--- config.mk ---
export PLATFORM = sky130hd
export DESIGN_NAME = hazard_sched
export DESIGN_NICKNAME = d
export VERILOG_FILES = /design/src/rtl/fewcore_pkg.sv /design/src/rtl/hazard_perf_cnt.sv /design/src/rtl/hazard_sched.sv
export SDC_FILE = /design/constraint.sdc
export NUM_CORES = 1
export LEC_CHECK = 0
export BUFFER_PORTS_ARGS = -buffer_cell sky130_fd_sc_hd__buf_2
export CELL_PAD_IN_SITES_DETAIL_PLACEMENT = 1
export CELL_PAD_IN_SITES_GLOBAL_PLACEMENT = 2
export CORE_ASPECT_RATIO = 1.75
export CORE_MARGIN = 2
export CORE_UTILIZATION = 19
export DETAILED_ROUTE_END_ITERATION = 8
export PLACE_DENSITY = 0.83
export SLEW_MARGIN = 20
export SYNTH_ARGS = -nofsm -noshare
export SYNTH_HDL_FRONTEND = slang
export SYNTH_SLANG_ARGS = --single-unit
export TNS_END_PERCENT = 100
--- constraint.sdc ---
create_clock -name clk -period 1.91 [get_ports clk]
set_clock_uncertainty 0.15 [all_clocks]
set_input_delay 0.0955 -clock clk [delete_from_list [all_inputs] [get_ports clk]]
set_output_delay 0.0955 -clock clk [all_outputs]
set_load 0.02 [all_outputs]
--- src/rtl/fewcore_pkg.sv ---
// Shared types for the fewcore hazard scheduler: forwarding selects, FSM states and pipeline slot record.
package fewcore_pkg;

  localparam int unsigned REG_AW = 5;

  typedef enum logic [1:0] {
    FWD_RF = 2'b00,
    FWD_EX = 2'b01,
    FWD_WB = 2'b10
  } fwd_sel_t;

  typedef logic [1:0] state_t;
  localparam state_t RUN   = 2'd0;
  localparam state_t STALL = 2'd1;
  localparam state_t FLUSH = 2'd2;

  typedef struct packed {
    logic              v;
    logic [REG_AW-1:0] rd;
    logic              we;
    logic              ld;
    logic              br;
  } slot_t;

  localparam slot_t SLOT_EMPTY = '0;

  // A slot supplies a source only if it really writes that register; x0 never hazards.
  function automatic logic slot_match(slot_t s, logic [REG_AW-1:0] src, logic use_src);
    return s.v & s.we & (s.rd == src) & (src != '0) & use_src;
  endfunction

endpackage

--- src/rtl/hazard_perf_cnt.sv ---
// Saturating event counter for scheduler performance monitoring.
module hazard_perf_cnt #(
  parameter int unsigned W = 32
) (
  input  logic         clk,
  input  logic         reset,
  input  logic         inc,
  output logic [W-1:0] cnt
);

  always_ff @(posedge clk or posedge reset) begin
    if (reset) begin
      cnt <= '0;
    end else if (inc && (cnt != '1)) begin
      cnt <= cnt + W'(1);
    end
  end

endmodule

--- src/rtl/hazard_sched.sv ---
// Hazard scheduler for the 3-stage fewcore: forwarding selects, load-use stalls, branch flush.
// Define HAZARD_PERF_EN to build the stall/flush performance counters.
module hazard_sched
  import fewcore_pkg::*;
#(
  parameter int unsigned FLUSH_CYCLES = 1,
  parameter int unsigned CNT_W        = 32
) (
  input  logic              clk,
  input  logic              reset,
  input  logic              id_valid,
  input  logic [REG_AW-1:0] id_rs1,
  input  logic [REG_AW-1:0] id_rs2,
  input  logic              id_use_rs1,
  input  logic              id_use_rs2,
  input  logic [REG_AW-1:0] id_rd,
  input  logic              id_we,
  input  logic              id_is_load,
  input  logic              id_is_branch,
  input  logic              ex_taken,
  output logic              stall,
  output logic              flush,
  output logic [1:0]        fwd_rs1,
  output logic [1:0]        fwd_rs2,
  output logic [CNT_W-1:0]  perf_stall_cnt,
  output logic [CNT_W-1:0]  perf_flush_cnt
);

  localparam int unsigned FC_W = $clog2(FLUSH_CYCLES + 1);

  slot_t            ex_q, wb_q, id_slot;
  state_t           state_q, state_d;
  logic [FC_W-1:0]  fcnt_q, fcnt_d;
  logic             ex_hit1, ex_hit2, wb_hit1, wb_hit2;
  logic             load_use, br_taken;

  assign id_slot = '{v: id_valid, rd: id_rd, we: id_we, ld: id_is_load, br: id_is_branch};

  // Hazard detection and forwarding; EX result beats WB data, loads in EX cannot forward.
  always_comb begin
    ex_hit1  = slot_match(ex_q, id_rs1, id_use_rs1);
    ex_hit2  = slot_match(ex_q, id_rs2, id_use_rs2);
    wb_hit1  = slot_match(wb_q, id_rs1, id_use_rs1);
    wb_hit2  = slot_match(wb_q, id_rs2, id_use_rs2);
    load_use = id_valid & ex_q.ld & (ex_hit1 | ex_hit2);
    br_taken = ex_taken & ex_q.v & ex_q.br;

    fwd_rs1 = FWD_RF;
    if (ex_hit1 && !ex_q.ld) fwd_rs1 = FWD_EX;
    else if (wb_hit1)        fwd_rs1 = FWD_WB;

    fwd_rs2 = FWD_RF;
    if (ex_hit2 && !ex_q.ld) fwd_rs2 = FWD_EX;
    else if (wb_hit2)        fwd_rs2 = FWD_WB;
  end

  always_ff @(posedge clk or posedge reset) begin
    if (reset) begin
      state_q <= RUN;
      fcnt_q  <= '0;
    end else begin
      state_q <= state_d;
      fcnt_q  <= fcnt_d;
    end
  end

  // Next state and stall/flush; a taken branch overrides any pending load-use stall.
  always_comb begin
    state_d = state_q;
    fcnt_d  = fcnt_q;
    stall   = 1'b0;
    flush   = 1'b0;
    case (state_q)
      RUN: begin
        if (load_use) begin
          stall   = 1'b1;
          state_d = STALL;
        end
      end
      STALL: state_d = RUN;
      FLUSH: begin
        flush = 1'b1;
        if (fcnt_q <= FC_W'(1)) begin
          state_d = RUN;
          fcnt_d  = '0;
        end else begin
          fcnt_d = fcnt_q - FC_W'(1);
        end
      end
      default: state_d = RUN;
    endcase
    if (br_taken) begin
      flush = 1'b1;
      stall = 1'b0;
      if (FLUSH_CYCLES > 1) begin
        state_d = FLUSH;
        fcnt_d  = FC_W'(FLUSH_CYCLES - 1);
      end else begin
        state_d = RUN;
        fcnt_d  = '0;
      end
    end
  end

  // Pipeline slots: stalled or flushed decode work enters EX as a bubble.
  always_ff @(posedge clk or posedge reset) begin
    if (reset) begin
      ex_q <= SLOT_EMPTY;
      wb_q <= SLOT_EMPTY;
    end else begin
      wb_q <= ex_q;
      ex_q <= (id_valid && !stall && !flush) ? id_slot : SLOT_EMPTY;
    end
  end

`ifdef HAZARD_PERF_EN
  hazard_perf_cnt #(.W(CNT_W)) u_stall_cnt (
    .clk   (clk),
    .reset (reset),
    .inc   (stall),
    .cnt   (perf_stall_cnt)
  );

  hazard_perf_cnt #(.W(CNT_W)) u_flush_cnt (
    .clk   (clk),
    .reset (reset),
    .inc   (flush),
    .cnt   (perf_flush_cnt)
  );
`else
  assign perf_stall_cnt = '0;
  assign perf_flush_cnt = '0;
`endif

endmodule

==> impl_metrics.env, run 1 <==
export IMPL_outcome="finished, violations left"
export IMPL_failed_checks="negative setup slack"
export IMPL_power_per_cell_area_mw_per_mm2=652
export IMPL_drt_wirelength_per_cell_um=10.9
export IMPL_final_layout_size_suffix_gt1_share_pct=26.2
export IMPL_detailed_router_iteration_count_before_antenna_repair=3
export IMPL_rows=40
export IMPL_ys_types=20
export IMPL_clock_sink_count=17
export IMPL_layout_setup_ws_ns=-0.219
export IMPL_p_int_uw=732
export IMPL_drtIter0Drc=16
export IMPL_fin_worst_hold_slack_ns=0.111
export IMPL_grt_usage_pct=8.12
export IMPL_p_comb_share_pct=23.5
export IMPL_globalRoute_totalOverflow=0
export IMPL_p_clk_share_pct=38.6
export IMPL_clockRootBuffer="clkbuf_16"
export IMPL_area_growth_synth_to_final_pct=22.6
export IMPL_area_of_the_multi_input_gates_um2=676
export IMPL_post_synth_instance_area_mm2=0.00131
export IMPL_grt_first_pass_wirelength_um=4490
export IMPL_power_static_leakage_uw=0.000843
export IMPL_critPathRequiredTime_ns=1.66
export IMPL_synthCells=145
export IMPL_route_detailed_drc=0
export IMPL_n_fill_cell=810
export IMPL_first_global_vias=960
export IMPL_cp_data_arrival_time_ns=1.88
export IMPL_finalSetupViolations=15
export IMPL_crit_path_end_kind="output pin"
export IMPL_die_x_um=66.8
export IMPL_total_negative_setup_slacks_ns=-1.94
export IMPL_die_footprint_mm2=0.00762
export IMPL_htree_levels=1
export IMPL_worst_ir_drop_vdd_mv=0.368
export IMPL_yosysWarningCount=0
export IMPL_stdcell_count=275
export IMPL_clock_tree_buffer_depth=2
export IMPL_ff_latch_count_synth=17
export IMPL_hpwlAfterDp_um=2380
export IMPL_achievable_frequency_mhz=470
export IMPL_design_portCount=94
export IMPL_rsz0062_at_grt="yes"
export IMPL_path_class="register to output pin"
export IMPL_sw_frac_of_total_pct=30.2
export IMPL_final_max_slew_violation_count=0
export IMPL_core_region_area_mm2=0.00676
export IMPL_synthesis_area_per_instance_um2=9.05
export IMPL_seqPwrFrac_pct=37.9
export IMPL_clock_insertion_delay_worst_skew_ns=0.24
export IMPL_initial_utilization_pct=19.4
export IMPL_grt_start_max_net_pins=18
export IMPL_chipHeight_um=114
export IMPL_ant_nets=0
export IMPL_pre_cts_ws_ns=-0.130
export IMPL_finish_instance_area_mm2=0.00161
export IMPL_antenna_cells=0
export IMPL_dr_total_vias=918
export IMPL_ff_latch_area_um2=428
export IMPL_p_switching_uw=316
export IMPL_critPathMaxFanout=3
export IMPL_place_detailed_instances=259
export IMPL_final_cycle_share_pct=111
export IMPL_post_route_min_period_ns=2.13
export IMPL_synth_yosys_seq_area_share_pct=32.4
export IMPL_clk_pin_slew_ns=0.05
export IMPL_detail_route_wirelength_um=3010
export IMPL_tritoncts="done"
export IMPL_number_of_vias_per_cell=3.34
export IMPL_maxCapViolations=0
export IMPL_place_gp_congestion=0.828
export IMPL_tightest_slew_ns=0.645
export IMPL_min_delay_path_class="primary input to register"
export IMPL_grt_antenna_before_repair=0
export IMPL_worst_setup_sp_type="register"
export IMPL_placement_io_buffers=29
export IMPL_finalHoldViolCount=0
export IMPL_numCtsBuffers=3
export IMPL_postPlaceCellArea_mm2=0.00134
export IMPL_timing_max_slew_rel_slack_pct=57.0
export IMPL_final_net_count=216
==> power by group through the flow <==
stage          clock network, uW  logic, uW  registers (uW)
2_1_floorplan                  0        267             398
3_3_place_gp                   0        218             401
3_5_place_dp                   0        221             402
4_1_cts                      414        242             398
5_1_grt                      430        268             401
6_report                     405        246             398
==> cell families (layout without fill, tap and decap cells) <==
family,Yosys count,after routing,share of synthesized area [%]
AO/OA/AOI/OAI,3,3,1.43
other,1,64,0.286
AND/OR/NAND/NOR,37,37,14.8
XOR/XNOR,20,20,13.3
buffers and inverters,67,50,37.7
flip-flops,17,17,32.4
==> what timing repair did <==
item                       in CTS  in global routing
setup buffers                   2                  1
hold buffers                    9                  0
setup endpoints to repair      15                 15
cloned                          1                  0
resized for setup              15                  4
pin swaps                       7                  6
hold endpoints to repair       25                  0
==> cells in the final DEF (no fill, tap or decap), types with 2 or more instances in the layout <==
cell / n
xnor2_1: 6
clkbuf_16: 3
nand2_1: 9
nor4_1: 2
or4_4: 2
buf_2: 26
nor2b_1: 2
nor3_1: 2
or4_1: 2
nand4_1: 4
xnor2_2: 4
o21ai_1: 2
dfrtp_2: 2
buf_6: 6
xor2_1: 10
nor2_1: 9
dlygate4sd3_1: 9
dfrtp_1: 15
conb_1: 64
buf_4: 4
==> sequential cells by signal (all words and copies together) (netlist names) <==
name,flops
ex_q,9
wb_q,7
state_q,1
==> critical path: stages, from the launching register on <==
cell     delay [ns]
dfrtp_2        0.44
xnor2_2        0.15
nand4_1        0.12
or4_4          0.52
a21oi_4        0.15
and2_4         0.15
buf_6          0.11
==> cells in the mapped netlist (all sizes together) <==
master  count  area (um^2)
nor4        2         12.5
inv         1         3.75
or4         4         37.5
nor3        2         10.0
nand2       9         33.8
nor2       10         37.5
dfrtp      17          425
and2        2         12.5
nor2b       2         12.5
buf        65          488
nand4       4         25.0
xnor2      10         87.6
conb        1         3.75
o21ai       2         10.0
xor2       10         87.6
and3        1         6.26
nand2b      1         6.26
clkbuf      1         3.75
a21oi       1         8.76
==> per-stage QoR <==
| stage | total power (uW) | utilization, % |
|---|---|---|
| 2_1_floorplan | 665 | - |
| 3_3_place_gp | 619 | 19.9 |
| 3_5_place_dp | 623 | 19.9 |
| 4_1_cts | 1050 | 23.5 |
| 5_1_grt | 1100 | 23.8 |
| 6_report | 1050 | 23.8 |
==> layout make-up <==
class | count | area share, %
tap | 84 | 6.53
timing repair buffer | 45 | 19.8
inverter | 1 | 0.233
multi-input combinational | 124 | 42.0
sequential | 17 | 26.6
clock buffer | 4 | 4.90
==> worst paths after layout <==
check | end | slack, ns | from | depth (start not counted)
max | stall | -0.22 | ex_q[7] | 6
min | ex_q[0] | 0.11 | id_valid | 4
max reg2reg | state_q[0] | -0.14 | ex_q[7] | 8
min reg2reg | wb_q[2] | 0.23 | ex_q[2] | 0
max in group asynchronous | ex_q[6] | 0.82 | reset | 3
min in group asynchronous | wb_q[7] | 0.34 | reset | 3
==> layer usage <==
metal,vias to the layer above,global-route usage [%],share of wire [%]
met5,-,0,0
li1,422,-,-
met1,423,6.09,26
met3,6,1.58,8.3
met4,0,4.08,3.5
met2,67,17.5,62
No activity file was read; power rests on OpenSTA's default activity.
==> run 2: changes to the inputs <==
Settings changed: REMOVE_ABC_BUFFERS set to 1.
==> run 2 against run 1 <==
  * The run still ends with negative setup slack left
  * Die area is the same
  * Sequential power is essentially flat
  * Design area shrank 1.2%
  * Critical path depth is the same
  * Routed wire length grew 4.0%
  * Cell count is the same
  * Combinational power is essentially flat
  * Clock power grew 3%
  * Sequential share of layout area grew 0.24 points
  * Count of clock-buffer cells in the layout shrank 1
  * Register-to-register slack is essentially flat
  * Highest routed layer unchanged
==> impl_metrics.env, run 2 (synthesis gave the netlist of run 1 again) <==
export IMPL_flip_flop_count_of_the_largest_register_after_layout=9
export IMPL_p_int_uw=729
export IMPL_min_delay_path_class="primary input to register"
export IMPL_place_detailed_instances=258
export IMPL_clk_pin_slew_ns=0.05
export IMPL_drtIter0Drc=27
export IMPL_grt_first_pass_wirelength_um=4330
export IMPL_clockRootBuffer="clkbuf_16"
export IMPL_drt_wirelength_per_cell_um=11.4
export IMPL_tritoncts="done"
export IMPL_htree_levels=1
export IMPL_cp_data_arrival_time_ns=1.93
export IMPL_initial_utilization_pct=19.4
export IMPL_finalSetupViolations=15
export IMPL_worst_ir_drop_vdd_mv=0.219
export IMPL_numCtsBuffers=3
export IMPL_die_footprint_mm2=0.00762
export IMPL_final_net_count=216
export IMPL_critPathMaxFanout=3
export IMPL_power_per_cell_area_mw_per_mm2=667
export IMPL_biggestRegsByFlops="ex_q x9, wb_q x7, state_q x1"
export IMPL_worst_setup_sp_type="register"
export IMPL_final_layout_size_suffix_gt1_share_pct=24.6
export IMPL_core_region_area_mm2=0.00676
export IMPL_stdcell_count=275
export IMPL_seqPwrFrac_pct=37.5
export IMPL_grt_usage_pct=8.02
export IMPL_rows=40
export IMPL_globalRoute_totalOverflow=0
export IMPL_finalHoldViolCount=0
export IMPL_p_clk_share_pct=39.3
export IMPL_achievable_frequency_mhz=460
export IMPL_most_common_cell_after_layout_fill_and_taps_aside="conb_1"
export IMPL_crit_path_end_kind="output pin"
export IMPL_area_growth_synth_to_final_pct=21.2
export IMPL_chipHeight_um=114
export IMPL_failed_checks="negative setup slack"
export IMPL_final_core_util_pct=23.5
export IMPL_p_switching_uw=331
export IMPL_critPathLaunch="ex_q[7]"
export IMPL_design_portCount=94
export IMPL_dr_total_vias=934
export IMPL_antenna_cells=0
export IMPL_clock_tree_buffer_depth=2
export IMPL_detail_route_wirelength_um=3130
export IMPL_largest_register="ex_q"
export IMPL_outcome="finished, violations left"
export IMPL_final_max_slew_violation_count=0
export IMPL_timing_max_slew_rel_slack_pct=56.0
export IMPL_layout_setup_ws_ns=-0.266
export IMPL_hp_start="id_valid"
export IMPL_p_comb_share_pct=23.2
export IMPL_n_fill_cell=817
export IMPL_ant_nets=0
export IMPL_grt_start_max_net_pins=18
export IMPL_critPathRequiredTime_ns=1.66
export IMPL_route_detailed_drc=0
export IMPL_placement_io_buffers=29
export IMPL_rsz0062_at_grt="yes"
export IMPL_first_global_vias=929
export IMPL_clock_insertion_delay_worst_skew_ns=0.25
export IMPL_detailed_router_iteration_count_before_antenna_repair=3
export IMPL_place_gp_congestion=0.685
export IMPL_number_of_vias_per_cell=3.40
export IMPL_sw_frac_of_total_pct=31.3
export IMPL_grt_antenna_before_repair=0
export IMPL_power_static_leakage_uw=0.000835
export IMPL_clock_sink_count=17
export IMPL_hpwlAfterDp_um=2430
export IMPL_worstReg2RegStart="ex_q[7]"
export IMPL_die_x_um=66.8
export IMPL_maxCapViolations=0
export IMPL_layout_common_cells="conb_1 (64), buf_2 (25), dfrtp_1 (16)"
export IMPL_tightest_slew_ns=0.660
export IMPL_final_cycle_share_pct=114
export IMPL_path_class="register to output pin"
export IMPL_post_route_min_period_ns=2.18
## run 2: area by class of cell
type / instances / area [um^2] / area share, %
tap: 84 / 105 / 6.61
clock buffer: 3 / 75.1 / 4.72
multi-input combinational: 124 / 658 / 41.4
clock inverter: 1 / 5.00 / 0.315
timing repair buffer: 45 / 317 / 19.9
inverter: 1 / 3.75 / 0.236
sequential: 17 / 427 / 26.8
## run 2: path summary, 6_finish.rpt
path | depth (start not counted) | slack (ns) | end
worst min-delay path | 4 | 0.07 | ex_q[1]
min in group asynchronous | 3 | 0.34 | wb_q[7]
worst min register to register | 0 | 0.25 | wb_q[8]
max in group asynchronous | 3 | 0.81 | ex_q[6]
worst max register to register | 8 | -0.13 | state_q[0]
worst max-delay path | 6 | -0.27 | stall
## run 2: metrics by stage
stage / hold WS (ns) / area (um^2) / TNS (ns) / total power [uW] / setup WS [ns]
floorplan: -0.128 / 1060 / -0.114 / 563 / -0.0862
global placement: 0.0549 / 1330 / -1.48 / 619 / -0.155
detailed placement: 0.0607 / 1330 / -1.47 / 622 / -0.146
CTS: 0.0664 / 1560 / -1.59 / 1070 / -0.282
global route: 0.104 / 1590 / -3.31 / 1120 / -0.362
finish: 0.0685 / 1590 / -2.01 / 1060 / -0.266
## run 2: worst max-delay path, stage by stage (launching register included)
cell and delay, ns:
dfrtp_1 0.42, xnor2_1 0.17, nand4_1 0.13, or4_4 0.53, a21oi_4 0.15, and2_1 0.16, buf_6 0.12
## run 2: what timing repair did
| item | in CTS | in global routing |
|---|---|---|
| gates cloned | 1 | 0 |
| hold endpoints to repair | 25 | 0 |
| pin swaps | 9 | 0 |
| setup buffers | 1 | 2 |
| setup endpoints to repair | 15 | 15 |
| hold buffers | 9 | 0 |
| gates resized for setup | 12 | 4 |
## run 2: power by group through the flow
stage	Clock (uW)	Combinational (uW)	Sequential (uW)
after global routing	453	266	400
after floorplan	0	165	398
after CTS	429	240	397
after global placement	0	219	401
final	416	246	398
after detailed placement	0	220	402
## run 2: metal layers
metal	share of wire, %	vias to the layer above	GRT usage [%]
met4	2.2	0	4.49
met2	62	71	17.5
li1	-	422	-
met3	9.1	5	1.18
met1	27	436	5.78
met5	0	-	0
